==> config.mk <==
export PLATFORM = sky130hd
export DESIGN_NAME = mem_port_arbiter
export DESIGN_NICKNAME = d
export VERILOG_FILES = /design/src/rtl/mem_arb_pkg.sv /design/src/rtl/mem_port_arbiter.sv
export SDC_FILE = /design/constraint.sdc
export NUM_CORES = 1
export LEC_CHECK = 0
export BUFFER_PORTS_ARGS = -buffer_cell sky130_fd_sc_hd__buf_4
export CAP_MARGIN = 10
export CORE_MARGIN = 2
export CORE_UTILIZATION = 44
export DETAILED_ROUTE_END_ITERATION = 10
export PLACE_DENSITY = 0.88
export SYNTH_ARGS = -nofsm -noshare
export SYNTH_HDL_FRONTEND = slang
export SYNTH_SLANG_ARGS = --single-unit
==> constraint.sdc <==
create_clock -name clk -period 2.4 [get_ports clk]
set_input_delay 0.12 -clock clk [delete_from_list [all_inputs] [get_ports clk]]
set_output_delay 0.12 -clock clk [all_outputs]
set_load 0.02 [all_outputs]
==> src/rtl/mem_arb_pkg.sv <==
// rtl/mem_arb_pkg.sv - shared types and constants for the IF/MA memory port arbiter
package mem_arb_pkg;

  localparam int ADDR_W = 16;
  localparam int DATA_W = 16;

  // MA-side opcode encodings shared with the memory-access stage glue
  localparam logic [3:0] LOAD  = 4'b1100;
  localparam logic [3:0] STORE = 4'b1110;

  typedef enum logic [1:0] {
    IDLE,
    WAIT,
    RETURN
  } arb_state_t;

  typedef enum logic {
    OWN_IF,
    OWN_MA
  } owner_t;

endpackage

==> src/rtl/mem_port_arbiter.sv <==
// rtl/mem_port_arbiter.sv - single-port memory arbiter between IF and MA with MA priority
// and an IF anti-starvation limit; sequences read latency and returns registered read data.
module mem_port_arbiter
  import mem_arb_pkg::*;
#(
  parameter int MEM_LATENCY  = 1,
  parameter int STARVE_LIMIT = 4
) (
  input  logic              clk,
  input  logic              rst,
  input  logic              if_req,
  input  logic [ADDR_W-1:0] if_addr,
  output logic [DATA_W-1:0] if_rdata,
  output logic              if_valid,
  output logic              if_stall,
  input  logic              ma_req,
  input  logic              ma_we,
  input  logic [ADDR_W-1:0] ma_addr,
  input  logic [DATA_W-1:0] ma_wdata,
  output logic [DATA_W-1:0] ma_rdata,
  output logic              ma_valid,
  output logic              ma_stall,
  output logic              mem_en,
  output logic              mem_we,
  output logic [ADDR_W-1:0] mem_addr,
  output logic [DATA_W-1:0] mem_wdata,
  input  logic [DATA_W-1:0] mem_rdata
);

  localparam logic [2:0] LAT_INIT   = 3'(MEM_LATENCY - 1);
  localparam logic [3:0] STREAK_MAX = 4'(STARVE_LIMIT);

  arb_state_t  state, state_nxt;
  logic [2:0]  lat_cnt, lat_cnt_nxt;
  owner_t      owner;
  logic [3:0]  streak;
  logic        grant_if, grant_ma;
  logic        issue_read;
  logic        capture_if, capture_ma;

  assign issue_read = grant_if | (grant_ma & ~ma_we);
  assign capture_if = (state == RETURN) && (owner == OWN_IF);
  assign capture_ma = (state == RETURN) && (owner == OWN_MA);

  always_ff @(posedge clk or posedge rst) begin
    if (rst) begin
      state   <= IDLE;
      lat_cnt <= 3'd0;
      owner   <= OWN_MA;
      streak  <= 4'd0;
    end else begin
      state   <= state_nxt;
      lat_cnt <= lat_cnt_nxt;
      if (issue_read)
        owner <= grant_if ? OWN_IF : OWN_MA;
      // streak only counts MA wins that actually kept a pending IF waiting
      if (!if_req || grant_if)
        streak <= 4'd0;
      else if (grant_ma && streak != STREAK_MAX)
        streak <= streak + 4'd1;
    end
  end

  always_comb begin
    state_nxt   = state;
    lat_cnt_nxt = lat_cnt;
    unique case (state)
      IDLE: begin
        if (issue_read) begin
          lat_cnt_nxt = LAT_INIT;
          state_nxt   = (LAT_INIT == 3'd0) ? RETURN : WAIT;
        end
      end
      WAIT: begin
        lat_cnt_nxt = lat_cnt - 3'd1;
        if (lat_cnt == 3'd1)
          state_nxt = RETURN;
      end
      RETURN:  state_nxt = IDLE;
      default: state_nxt = IDLE;
    endcase
  end

  always_comb begin
    grant_if  = 1'b0;
    grant_ma  = 1'b0;
    if (!rst && state == IDLE) begin
      if (if_req && (!ma_req || streak == STREAK_MAX))
        grant_if = 1'b1;
      else if (ma_req)
        grant_ma = 1'b1;
    end
    mem_en    = grant_if | grant_ma;
    mem_we    = grant_ma & ma_we;
    mem_addr  = '0;
    mem_wdata = '0;
    if (grant_if) begin
      mem_addr = if_addr;
    end else if (grant_ma) begin
      mem_addr  = ma_addr;
      mem_wdata = ma_wdata;
    end
    if_stall = if_req & ~grant_if;
    ma_stall = ma_req & ~grant_ma;
  end

  always_ff @(posedge clk or posedge rst) begin
    if (rst) begin
      if_rdata <= '0;
      ma_rdata <= '0;
      if_valid <= 1'b0;
      ma_valid <= 1'b0;
    end else begin
      if_valid <= capture_if;
      ma_valid <= capture_ma;
      if (capture_if)
        if_rdata <= mem_rdata;
      if (capture_ma)
        ma_rdata <= mem_rdata;
    end
  end

endmodule

# Word-level counts from Yosys, hierarchy flattened
# Cells that the tools add are included.
[op_classes] n_addsub=2 n_mul=0 n_div=0 magnitude_cmp=0 eq_ne=7 n_shift=0 n_mux=17 n_bitwise=10 reduce_logical=15
[op_table] cell="$mux 16" n=4
[op_table] cell="$mux 4" n=2
[op_table] cell="$mux 1" n=6
[op_table] cell="$pmux 3 s2" n=1
[op_table] cell="$logic_and 1x1->1" n=5
[op_table] cell="$add 4x1->4 const B" n=1
[op_table] cell="$and 1x1->1" n=4
[op_table] cell="$eq 4x3->1 const B" n=1
[op_table] cell="$mux 2" n=2
[op_table] cell="$ne 2x2->1 const B" n=2
[op_table] cell="$ne 4x3->1 const B" n=1
[op_table] cell="$not 1->1" n=4
[op_table] cell="$pmux 2 s2" n=1
[op_table] cell="$reduce_and 2->1" n=2
[op_table] cell="$reduce_bool 2->1" n=2
[op_table] cell="$eq 3x1->1 const B" n=1
[op_table] cell="$logic_not 1->1" n=3
[op_table] cell="$mux 3" n=1
[op_table] cell="$sub 3x1->3 const B" n=1
[op_table] cell="$eq 2x1->1 const B" n=1
[op_table] cell="$eq 2x2->1 const B" n=1
[op_table] cell="$logic_not 2->1" n=1
[op_table] cell="$logic_or 1x1->1" n=2
[op_table] cell="$or 1x1->1" n=2
[word_totals] regBits=44 latchBits=0 mem_bits_rw=0 mem_bits_ro=0 inputBits=69 output_inout_bits=70 wordCells=59 mem_count=0

# Longest topological paths before layout
# Gate-level depths: netlist of run 1.
[depth] word_depth=9 depth_mapped=7 depth_no_buf=5

# Worst setup path after synthesis of run 1
# No wires, ideal clock.
[synth_timing] path_kind="register to output" start="register streak[0]" end="output mem_addr[10]" arrival_time_ns=1.634 required_time_ns=2.280 slack_ns=0.646 stages_incl_launch_ff=8 n_path_buf=2 path_cell_list="dfrtp_1 > inv_1 > ha_1 > nand3b_1 > a21o_1 > clkbuf_1 > clkbuf_1 > o22ai_1"
[synth_via] elab_chain_cells=7 elab_cells_between_ends=9
[synth_rtl] element="start: declaration" line_no="mem_port_arbiter.sv:36" rtl="logic [3:0] streak;"
[synth_rtl] element="start signal: assignment" line_no="mem_port_arbiter.sv:60" rtl="streak <= streak + 4'd1;"
[synth_rtl] element="$eq 4x3->1 *" line_no="mem_port_arbiter.sv:88" rtl="if (if_req && (!ma_req || streak == STREAK_MAX))"
[synth_rtl] element="$logic_or 1x1->1 *" line_no="mem_port_arbiter.sv:88"
[synth_rtl] element="$logic_and 1x1->1 *" line_no="mem_port_arbiter.sv:88"
[synth_rtl] element="$mux 1" line_no="mem_port_arbiter.sv:88"
[synth_rtl] element="$mux 1" line_no="mem_port_arbiter.sv:87" rtl="if (!rst && state == IDLE) begin"
[synth_rtl] element="$mux 16" line_no="mem_port_arbiter.sv:99" rtl="end else if (grant_ma) begin"
[synth_rtl] element="$mux 16 *" line_no="mem_port_arbiter.sv:97" rtl="if (grant_if) begin"
[synth_rtl] element="end: declaration" line_no="mem_port_arbiter.sv:25" rtl="output logic [ADDR_W-1:0] mem_addr,"
# Every way passes the cells marked *; elsewhere a longest branch is shown, timed or not.

# Worst setup path in the final report of run 1
[layout_timing] start="register streak[0]" end="output mem_addr[9]"
# The elaborated chain is that of the path after synthesis.

==> qor.txt, run 1 <==
Status = finished, final reports clean
Synth-to-Final Area Change = 58.5%
Dpl ws = 658 ps
Clock-pin slew on the worst setup and hold paths = 70 ps
Core Util, Final = 72.5%
Clock tree buffer depth = 2
NumNets Final = 400
Final Hold Viols = 0
Tcrit/Tclk final = 86.4%
Final ANT Viol Nets = 0
Hold Crit Class = input pin to flip-flop
Top delay family on crit path = simple AND/OR/NAND/NOR gates
Chip Width = 71.3 um
Fmax achieved = 482 MHz
Yosys warnings = 0
Inserted Diodes = 0
Grt met3 use = 5.63%
Most Crowded Layer GR = met2
Layout cells sized above 1 = 55.2%
Asr flop ratio synth = 100%
Top cells by area, synth = dfrtp_1 (49%), mux2_2 (18%), nand2_1 (7.4%), and2_1 (5.3%), o22ai_1 (5.3%)
Share of power burned in registers = 39.4%
Clock Latency Late Sink = 300 ps
Routed Wire Length = 5430 um
Die Ht = 71.3 um
Switching Share = 35.7%
CP arrival = 1950 ps
CORE AREA = 4350 um2
Yosys cell types = 26
CP peak stage delay = 430 ps
Met2 usage = 38.8%
Max_slew headroom = 51.0%
Leading area contributor after synthesis = dfrtp_1
# Post-CTS Setup Buffers = 0
PwrDens = 814 nW/um2
Min Tclk post-route = 2070 ps
GP Congestion = 0.795
Setup_tns = 0 ps
#FFs+latches synth = 40
Worst hold stages = 2
Final setup viols = 0
RSZ-0062 raised after global routing = no
CTS root buf = clkbuf_8
Hold endpoint = owner
Worst r2r src = owner
Reg2Reg Capture Point = ma_rdata[5]
Synth top area share = 49.0%
Clock power share = 17.0%
Initial DRC Count = 48
Most instantiated cells after synthesis = dfrtp_1 (39), nand2_1 (39), mux2_2 (31)
Met1 Usage GRT = 24.5%
Worst Path Max Fanout = 16
Leakage = 1.59 nW
Combinational share of power = 43.6%
P_sw = 0.917 mW
Die Area = 5080 um2
Vias = 1,952
Syn Area/Cell = 10.3 um2
Crit path kind = flip-flop to primary output
Synthesized instance count = 194
Max_cap viols = 0
Cell row count = 24
Post_cts resized = 0
PnR worst setup slack = 326 ps
First-pass GRT wire length = 8640 um
Reg2reg path depth = 2
Pint = 1.65 mW
Synth Cell Area = 1990 um2
Sequential fraction of the synthesis area = 50.3%
Crit-path cells = inv_1 > ha_1 > nand4b_1 > nand2_1 > o22ai_1 > buf_4
Hold slack = 26.1 ps
Global-route usage over all layers = 21.8%
Synth Net Count = 265
Clock sinks = 40
Startpoint Class = flip-flop
DRT Pass-1 Iters = 4
Pin count of the biggest net entering global routing = 39
DR vias/cell = 5.11
Worst-margin pin slew = 733 ps
TritonCTS buffer count = 5
Wire per inst = 14.2 um
H-tree levels = 2
Hold_sp = if_req
R2R setup slack = 860 ps
Residual DRC count = 0
CP max-delay cell = nand2_1
CP bufs+invs = 2
CTS tree = built
# port buffers = 138
Initial antenna violation count = 0
Hold buffers post-CTS = 1
Worst vdd ir = 0.295 mV
Gr ovfl total = 0
Num ports = 139
HPWL Detailed = 4240 um
Post-synth EDFFs = 0
Fill cells = 321
Required time worst endpoint = 2280 ps
Vias in the first global route = 1,923
Initial Utilization = 45.7%
Setup Skew = 11.2 ps
Slew Limit Fails = 0
Top FF cell, synth = dfrtp_1
Setup crit end kind = primary output
## metrics by stage
stage | power, mW | instances | cell area (um2)
finish | 2.57 | 382 | 3160
global route | 2.70 | 382 | 3160
CTS | 2.59 | 382 | 3160
detailed placement | 2.16 | 373 | 3060
global placement | 2.11 | 373 | 3060
floorplan | 1.60 | 194 | 1990
## registers in the layout, indices dropped and copies added, names as in the netlist
| signal | flops |
|---|---|
| if_valid | 1 |
| owner | 1 |
| ma_rdata | 16 |
| state | 1 |
| ma_valid | 1 |
| if_rdata | 16 |
| streak | 4 |
## worst max path at each step
stage               from           end  slack, ps  depth (start not counted)
6_report       streak[0]   mem_addr[9]        330                          6
5_1_grt        streak[1]   mem_addr[9]        150                          6
4_1_cts        streak[0]   mem_addr[9]        320                          6
3_5_place_dp   streak[0]   mem_addr[4]        660                          6
3_3_place_gp   streak[0]   mem_addr[4]        700                          6
2_1_floorplan  streak[0]  mem_addr[10]        650                          7
## cell type report
cell class	instances	area, um2	area share, %
multi-input cells	132	902	28.6
repair buffers	142	1070	33.9
inverters	8	30.0	0.952
clock inverters	3	18.8	0.595
clock buffers	5	68.8	2.18
well taps	52	65.1	2.06
flip-flops and latches	40	1000	31.8
## placed cells by master, fill, tap and decap left out, types with 2 or more instances in the layout
| cell type | instances |
|---|---|
| clkbuf_8 | 5 |
| clkinv_2 | 2 |
| dfrtp_1 | 39 |
| nand3_1 | 4 |
| buf_4 | 141 |
| o22ai_1 | 17 |
| ha_1 | 2 |
| and2_1 | 17 |
| mux2_2 | 31 |
| o32ai_1 | 2 |
| a31oi_1 | 4 |
| nand2_1 | 39 |
| inv_1 | 8 |
| nand2b_1 | 2 |
| a21oi_1 | 4 |
## per-layer routing
layer	share of wire, %	vias to the layer above
met5	0	-
met2	51	104
met4	1.9	0
li1	-	936
met1	38	901
met3	9.5	11
## power by group through the flow
stage	Sequential (mW)	Combinational, mW	Clock [mW]
global placement	1.00	1.11	0
CTS	1.01	1.13	0.445
floorplan	1.27	0.330	0
detailed placement	1.02	1.13	0
global route	1.04	1.18	0.476
finish	1.01	1.12	0.437
## logic make-up (layout without fill, tap and decap cells)
group / after synthesis / after routing / share of synthesized area (%)
buffers and inverters: 22 / 158 / 4.46
AO/OA/AOI/OAI: 28 / 28 / 8.86
AND/OR/NAND/NOR: 70 / 70 / 17.0
flip-flops: 40 / 40 / 50.3
multiplexers: 32 / 32 / 18.1
adder cells (fa/ha/maj): 2 / 2 / 1.26
Power figures use the tool's default switching activity.
==> run 2: changes to the inputs <==
ABC_AREA = 1   (was default)
CORE_UTILIZATION = 41   (was 44)
PLACE_DENSITY = 0.82   (was 0.88)
clock period = 2 ns   (was 2.4 ns; I/O delays follow)
==> run 2 against run 1 <==
Sequential power rose by 16%. Highest routed layer unchanged. First-iteration DRC count rose by 73%. Critical endpoint is now mem_addr[12]. Routed wire length rose by 3.1%. Cell area rose by 6.6%. Sequential share of layout area fell by 1.9 points.
==> qor.txt, run 2 <==
PwrDens = 928 nW/um2 (+14%)
CTS tree = built
Fmax achieved = 524 MHz
Synthesized instance count = 261 (+35%)
Initial antenna violation count = 0 (unchanged)
Clock tree buffer depth = 2 (unchanged)
Residual DRC count = 0 (unchanged)
Inserted Diodes = 0 (unchanged)
Syn Area/Cell = 7.76 um2 (-24%)
Startpoint Class = input pin
Clock Latency Late Sink = 280 ps (-20 ps)
NumNets Final = 483 (+21%)
Setup Skew = 6.12 ps (-5.13 ps)
Top cells by area, synth = dfrtp_1 (48%), nand2_1 (14%), o21ai_0 (8.7%), inv_1 (8.5%), nand3_1 (4.4%)
Synth Net Count = 332 (+25%)
Yosys cell types = 20 (-23%)
DRT Pass-1 Iters = 4 (unchanged)
Leakage = 1.97 nW (+24%)
Worst Path Max Fanout = 10 (-6)
Layout cells sized above 1 = 41.5% (-14 points)
Pin count of the biggest net entering global routing = 35 (-10%)
Clock power share = 24.0% (+7.0 points)
Global-route usage over all layers = 18.2% (-3.6 points)
Most frequent cells in the layout = buf_4 (150), nand2_1 (73), inv_1 (46)
CTS root buf = clkbuf_8
Regs by FF count = if_rdata: 16 flops, ma_rdata: 16 flops, streak: 4 flops
Hold Crit Class = input pin to flip-flop
Die Area = 5520 um2 (+8.6%)
Commonest non-fill, non-tap cell in the layout = buf_4
Worst-margin pin slew = 412 ps (-321 ps)
CP arrival = 1810 ps (-140 ps)
Switching Share = 33.8% (-1.9 points)
Min Tclk post-route = 1910 ps
Most instantiated cells after synthesis = nand2_1 (73), inv_1 (46), dfrtp_1 (39)
Combinational share of power = 38.7% (-4.9 points)
Final ANT Viol Nets = 0 (unchanged)
Worst path most repeated cell = buf_4
Sequential fraction of the synthesis area = 49.5% (-0.84 points)
Clock sinks = 40 (unchanged)
Max_cap viols = 0 (unchanged)
Synth Cell Area = 2020 um2 (+1.7%)
Routed Wire Length = 5600 um (+3.1%)
Final Cell Area = 3360 um2 (+6.6%)
Hold slack = 88.0 ps (+61.9 ps)
Placed inst area = 3100 um2 (+1.3%)
Synth-to-Final Area Change = 66.2%
Synth top area share = 48.2% (-0.82 points)
Pint = 2.07 mW (+25%)
Setup crit end kind = primary output
Asr flop ratio synth = 100% (unchanged)
GP Congestion = 0.780 (-1.9%)
P_sw = 1.05 mW (+15%)
Final setup viols = 0 (unchanged)
CORE AREA = 4750 um2 (+9.2%)
Clock-pin slew on the worst setup and hold paths = 70 ps (about the same)
Initial DRC Count = 83 (+73%)
Wire per inst = 11.7 um (-18%)
Die Ht = 74.3 um (+4.2%)
TritonCTS buffer count = 5 (unchanged)
Final Hold Viols = 0 (unchanged)
Required time worst endpoint = 1900 ps (-380 ps)
#FFs+latches synth = 40 (unchanged)
Worst vdd ir = 0.509 mV (+73%)
Slew Limit Fails = 0 (unchanged)
Crit-path cells = dlygate4sd3_1 > buf_4 > nor2_4 > inv_2 > nor2_8 > buf_4 > nand3_1 > nand2_1 > buf_4
Chip Width = 74.3 um (+4.2%)
Max_slew headroom = 72.6% (+22 points)
Cell row count = 25 (+4.2%)
Gr ovfl total = 0 (unchanged)
DR vias/cell = 4.56 (-11%)
Num ports = 139 (unchanged)
Top-count cell post-synth = nand2_1
Post-synth EDFFs = 0 (unchanged)
Yosys warnings = 0 (unchanged)
# port buffers = 138 (unchanged)
HPWL Detailed = 3970 um (-6.5%)
Top delay family on crit path = buffers and inverters
CP peak stage delay = 540 ps (+110 ps)
Top FF cell, synth = dfrtp_1
Share of power burned in registers = 37.3% (-2.1 points)
Leading area contributor after synthesis = dfrtp_1
CP bufs+invs = 5 (+3)
Status = finished, final reports clean
Initial Utilization = 42.6% (-3.1 points)
Vias in the first global route = 1,891 (-1.7%)
H-tree levels = 2 (unchanged)
Crit path kind = input pin to primary output
Vias = 2,182 (+12%)
Tcrit/Tclk final = 95.4%
CP max-delay cell = dlygate4sd3_1
First-pass GRT wire length = 7870 um (-8.9%)
[run 2: cell type report]
class	count	area (um2)
inverter	47	176
multi-input combinational	167	836
fill	383	1390
clock buffer	5	68.8
clock inverter	2	60.1
timing repair buffer	151	1140
tap	67	83.8
sequential	40	1000
[run 2: per-layer routing]
metal,vias to the layer above,part of all wire [%],global-route usage [%]
met1,973,41,21.5
met3,7,8.9,5.15
li1,1101,-,-
met5,-,0,0
met4,0,1.5,5.36
met2,101,49,32.4
[run 2: logic make-up (layout without fill, tap and decap cells)]
group / Yosys count / after routing / share of synthesized area (%)
buffers and inverters: 58 / 205 / 12.1
xor gates and xnor gates: 1 / 1 / 0.433
and+or+nand+nor: 123 / 127 / 27.6
adders and majority gates: 2 / 2 / 1.24
AOI/OAI and AO/OA: 37 / 37 / 9.15
DFF: 40 / 40 / 49.5
[run 2: what timing repair did]
item,CTS,global route
pin swaps,2,5
hold buffers,1,0
endpoints found under the hold margin,5,0
gates cloned,1,3
buffers inserted,0,9
endpoints found under the setup margin,6,35
gates resized for setup,1,3
[run 2: through the flow]
step	total power, mW	utilization [%]	std cells	setup TNS [ps]	setup WS, ps
floorplan	1.77	-	261	0	502
detailed placement	2.36	65.2	458	0	306
CTS	3.13	68.5	467	0	40.7
finish	3.12	70.8	479	0	91.4
global route	3.30	70.8	479	-1.25	-0.641
global placement	2.33	65.2	458	0	383
[run 2: final timing paths]
path | slack, ps | end | depth (start not counted) | start
min reg2reg | 480 | owner | 2 | owner
min | 90 | if_rdata[8] | 3 | mem_rdata[8]
max reg2reg | 550 | owner | 8 | streak[1]
min in group asynchronous | 330 | streak[2] | 3 | rst
max | 90 | mem_addr[12] | 9 | rst
max in group asynchronous | 980 | if_rdata[0] | 4 | rst
[run 2: worst reg2reg max path: stages, from the launching register on]
cell,delay (ps)
dfrtp_1,420
inv_1,60
ha_1,190
nand3_2,100
nand2_4,80
buf_4,140
nand2_4,130
nand3_1,100
a21oi_1,140
[run 2: power groups by stage]
| stage | Sequential (mW) | Combinational, mW | Clock (mW) |
|---|---|---|---|
| floorplan | 1.45 | 0.323 | 0 |
| global placement | 1.17 | 1.15 | 0 |
| detailed placement | 1.18 | 1.18 | 0 |
| CTS | 1.17 | 1.19 | 0.770 |
| global route | 1.19 | 1.31 | 0.800 |
| finish | 1.17 | 1.21 | 0.749 |
==> run 3: changes to the inputs <==
ABC_AREA = default   (was 1)
PLACE_DENSITY = 0.83   (was 0.82)
==> run 3 against run 2 <==
Non-clock buffer count decreased by 4. Critical path type is now flip-flop to primary output. Die area is 1.6% lower. Worst hold slack got worse by 64 ps. Worst setup slack better by 32 ps. Maximum frequency rose by 1.7%. Total power up 4.7%.
==> qor.txt, run 3 (synthesized netlist as in run 1, its figures left out) <==
CP bufs+invs = 3 (-2)
Clock tree buffer depth = 2 (unchanged)
Hold Crit Class = input pin to flip-flop
Setup_tns = 0 ps (unchanged)
Layout cells sized above 1 = 57.3% (+16 points)
Die Area = 5430 um2 (-1.6%)
Tcrit/Tclk final = 93.8% (-1.6 points)
H-tree levels = 2 (unchanged)
Setup Skew = 3.33 ps (-2.78 ps)
TritonCTS buffer count = 5 (unchanged)
Final setup viols = 0 (unchanged)
Required time worst endpoint = 1900 ps (about the same)
NumNets Final = 405 (-16%)
Synth-to-Final Area Change = 64.9%
Residual DRC count = 0 (unchanged)
Clock-pin slew on the worst setup and hold paths = 70 ps (about the same)
Clock sinks = 40 (unchanged)
CTS root buf = clkbuf_8
Worst-margin pin slew = 434 ps (+22.7 ps)
Slew Limit Fails = 0 (unchanged)
Most frequent cells in the layout = buf_4 (145), nand2_1 (39), dfrtp_1 (39)
CP max-delay cell = dfrtp_1
Initial Utilization = 42.4% (-0.15 points)
Max_slew headroom = 71.1% (-1.5 points)
Setup crit end kind = primary output
HPWL Detailed = 4270 um (+7.6%)
Die Ht = 73.7 um (-0.79%)
Regs by FF count = if_rdata: 16 flops, ma_rdata: 16 flops, streak: 4 flops
Inserted Diodes = 0 (unchanged)
Initial antenna violation count = 0 (unchanged)
Gr ovfl total = 0 (unchanged)
CP peak stage delay = 410 ps (-130 ps)
Fill cells = 346 (-9.7%)
# port buffers = 138 (unchanged)
PwrDens = 996 nW/um2 (+7.3%)
CTS tree = built
Min Tclk post-route = 1880 ps (-31.7 ps)
CP arrival = 1780 ps (-30 ps)
Cell row count = 25 (unchanged)
Clock Latency Late Sink = 280 ps (about the same)
Status = finished, final reports clean
Global-route usage over all layers = 20.1% (+1.9 points)
Top delay family on crit path = buffers and inverters
Fmax achieved = 533 MHz (+1.7%)
Hold slack = 23.9 ps (-64.1 ps)
Vias = 1,939 (-11%)
CORE AREA = 4690 um2 (-1.3%)
Worst Path Max Fanout = 13 (+3)
Wire per inst = 14.1 um (+21%)
Max_cap viols = 0 (unchanged)
Crit-path cells = inv_1 > ha_4 > nand3b_1 > a21o_1 > buf_12 > o22ai_2 > buf_4
First-pass GRT wire length = 8420 um (+7.1%)
Num ports = 139 (unchanged)
Leakage = 1.64 nW (-17%)
Commonest non-fill, non-tap cell in the layout = buf_4
Chip Width = 73.7 um (-0.79%)
Routed Wire Length = 5490 um (-1.9%)
Worst vdd ir = 0.444 mV (-13%)
Final ANT Viol Nets = 0 (unchanged)
Vias in the first global route = 1,846 (-2.4%)
Final Hold Viols = 0 (unchanged)
DR vias/cell = 4.98 (+9.4%)
Crit path kind = flip-flop to primary output
Pin count of the biggest net entering global routing = 37 (+5.7%)
DRT Pass-1 Iters = 4 (unchanged)
Startpoint Class = flip-flop
Initial DRC Count = 56 (-33%)
GP Congestion = 0.783 (+0.47%)
run 3: timing repair:
item | in CTS | in global routing
gates resized for setup | 0 | 7
hold buffers | 1 | 0
endpoints found under the setup margin | 0 | 29
setup buffers | 0 | 1
hold endpoints to repair | 4 | 0
run 3: worst paths after layout:
check / start / endpoint / slack (ps) / cells past startpoint
max reg2reg: state[1] / streak[3] / 510 / 3
max in group asynchronous: rst / streak[2] / 1050 / 4
min reg2reg: if_rdata[0] / if_rdata[0] / 500 / 1
min in group asynchronous: rst / state[1] / 290 / 3
max: streak[1] / mem_addr[1] / 120 / 7
min: if_req / owner / 20 / 2
run 3: power by group:
group | total, mW | switching [mW] | leakage [nW] | internal [mW]
sequential | 1.20 | 0.129 | 0.481 | 1.07
clock | 0.700 | 0.260 | 0.0645 | 0.440
combinational | 1.37 | 0.685 | 1.09 | 0.686
run 3: worst register-to-register path, stage by stage (launching register included):
cell     delay, ps
dfrtp_1        410
or2_1          300
or4_1          520
a31oi_1        180
run 3: layer usage:
layer	vias up	track usage [%]	wire length, um	part of all wire [%]
met5	-	0	0	0
met4	0	5.66	54	0.98
met3	6	7.41	554	10
met1	889	23.9	2080	38
met2	100	34.1	2790	51
li1	944	-	-	-
run 3: cell type report:
class | instances | area [um2] | share of cell area [%]
Clock buffer | 7 | 96.3 | 2.93
Clock inverter | 1 | 30.0 | 0.915
Multi-Input combinational cell | 132 | 938 | 28.6
Inverter | 8 | 30.0 | 0.915
Timing Repair Buffer | 147 | 1120 | 34.1
Sequential cell | 40 | 1000 | 30.5
Tap cell | 54 | 67.6 | 2.06
run 3: metrics by stage:
step	instance area (um2)	std cells	worst slack [ps]	total power, mW	util, %
finish	3280	389	123	3.27	70.0
global route	3280	389	-5.78	3.46	70.0
CTS	3240	388	18.2	3.29	69.0
detailed placement	3100	379	333	2.59	66.1
global placement	3100	379	351	2.55	66.1
floorplan	1990	194	266	1.92	-
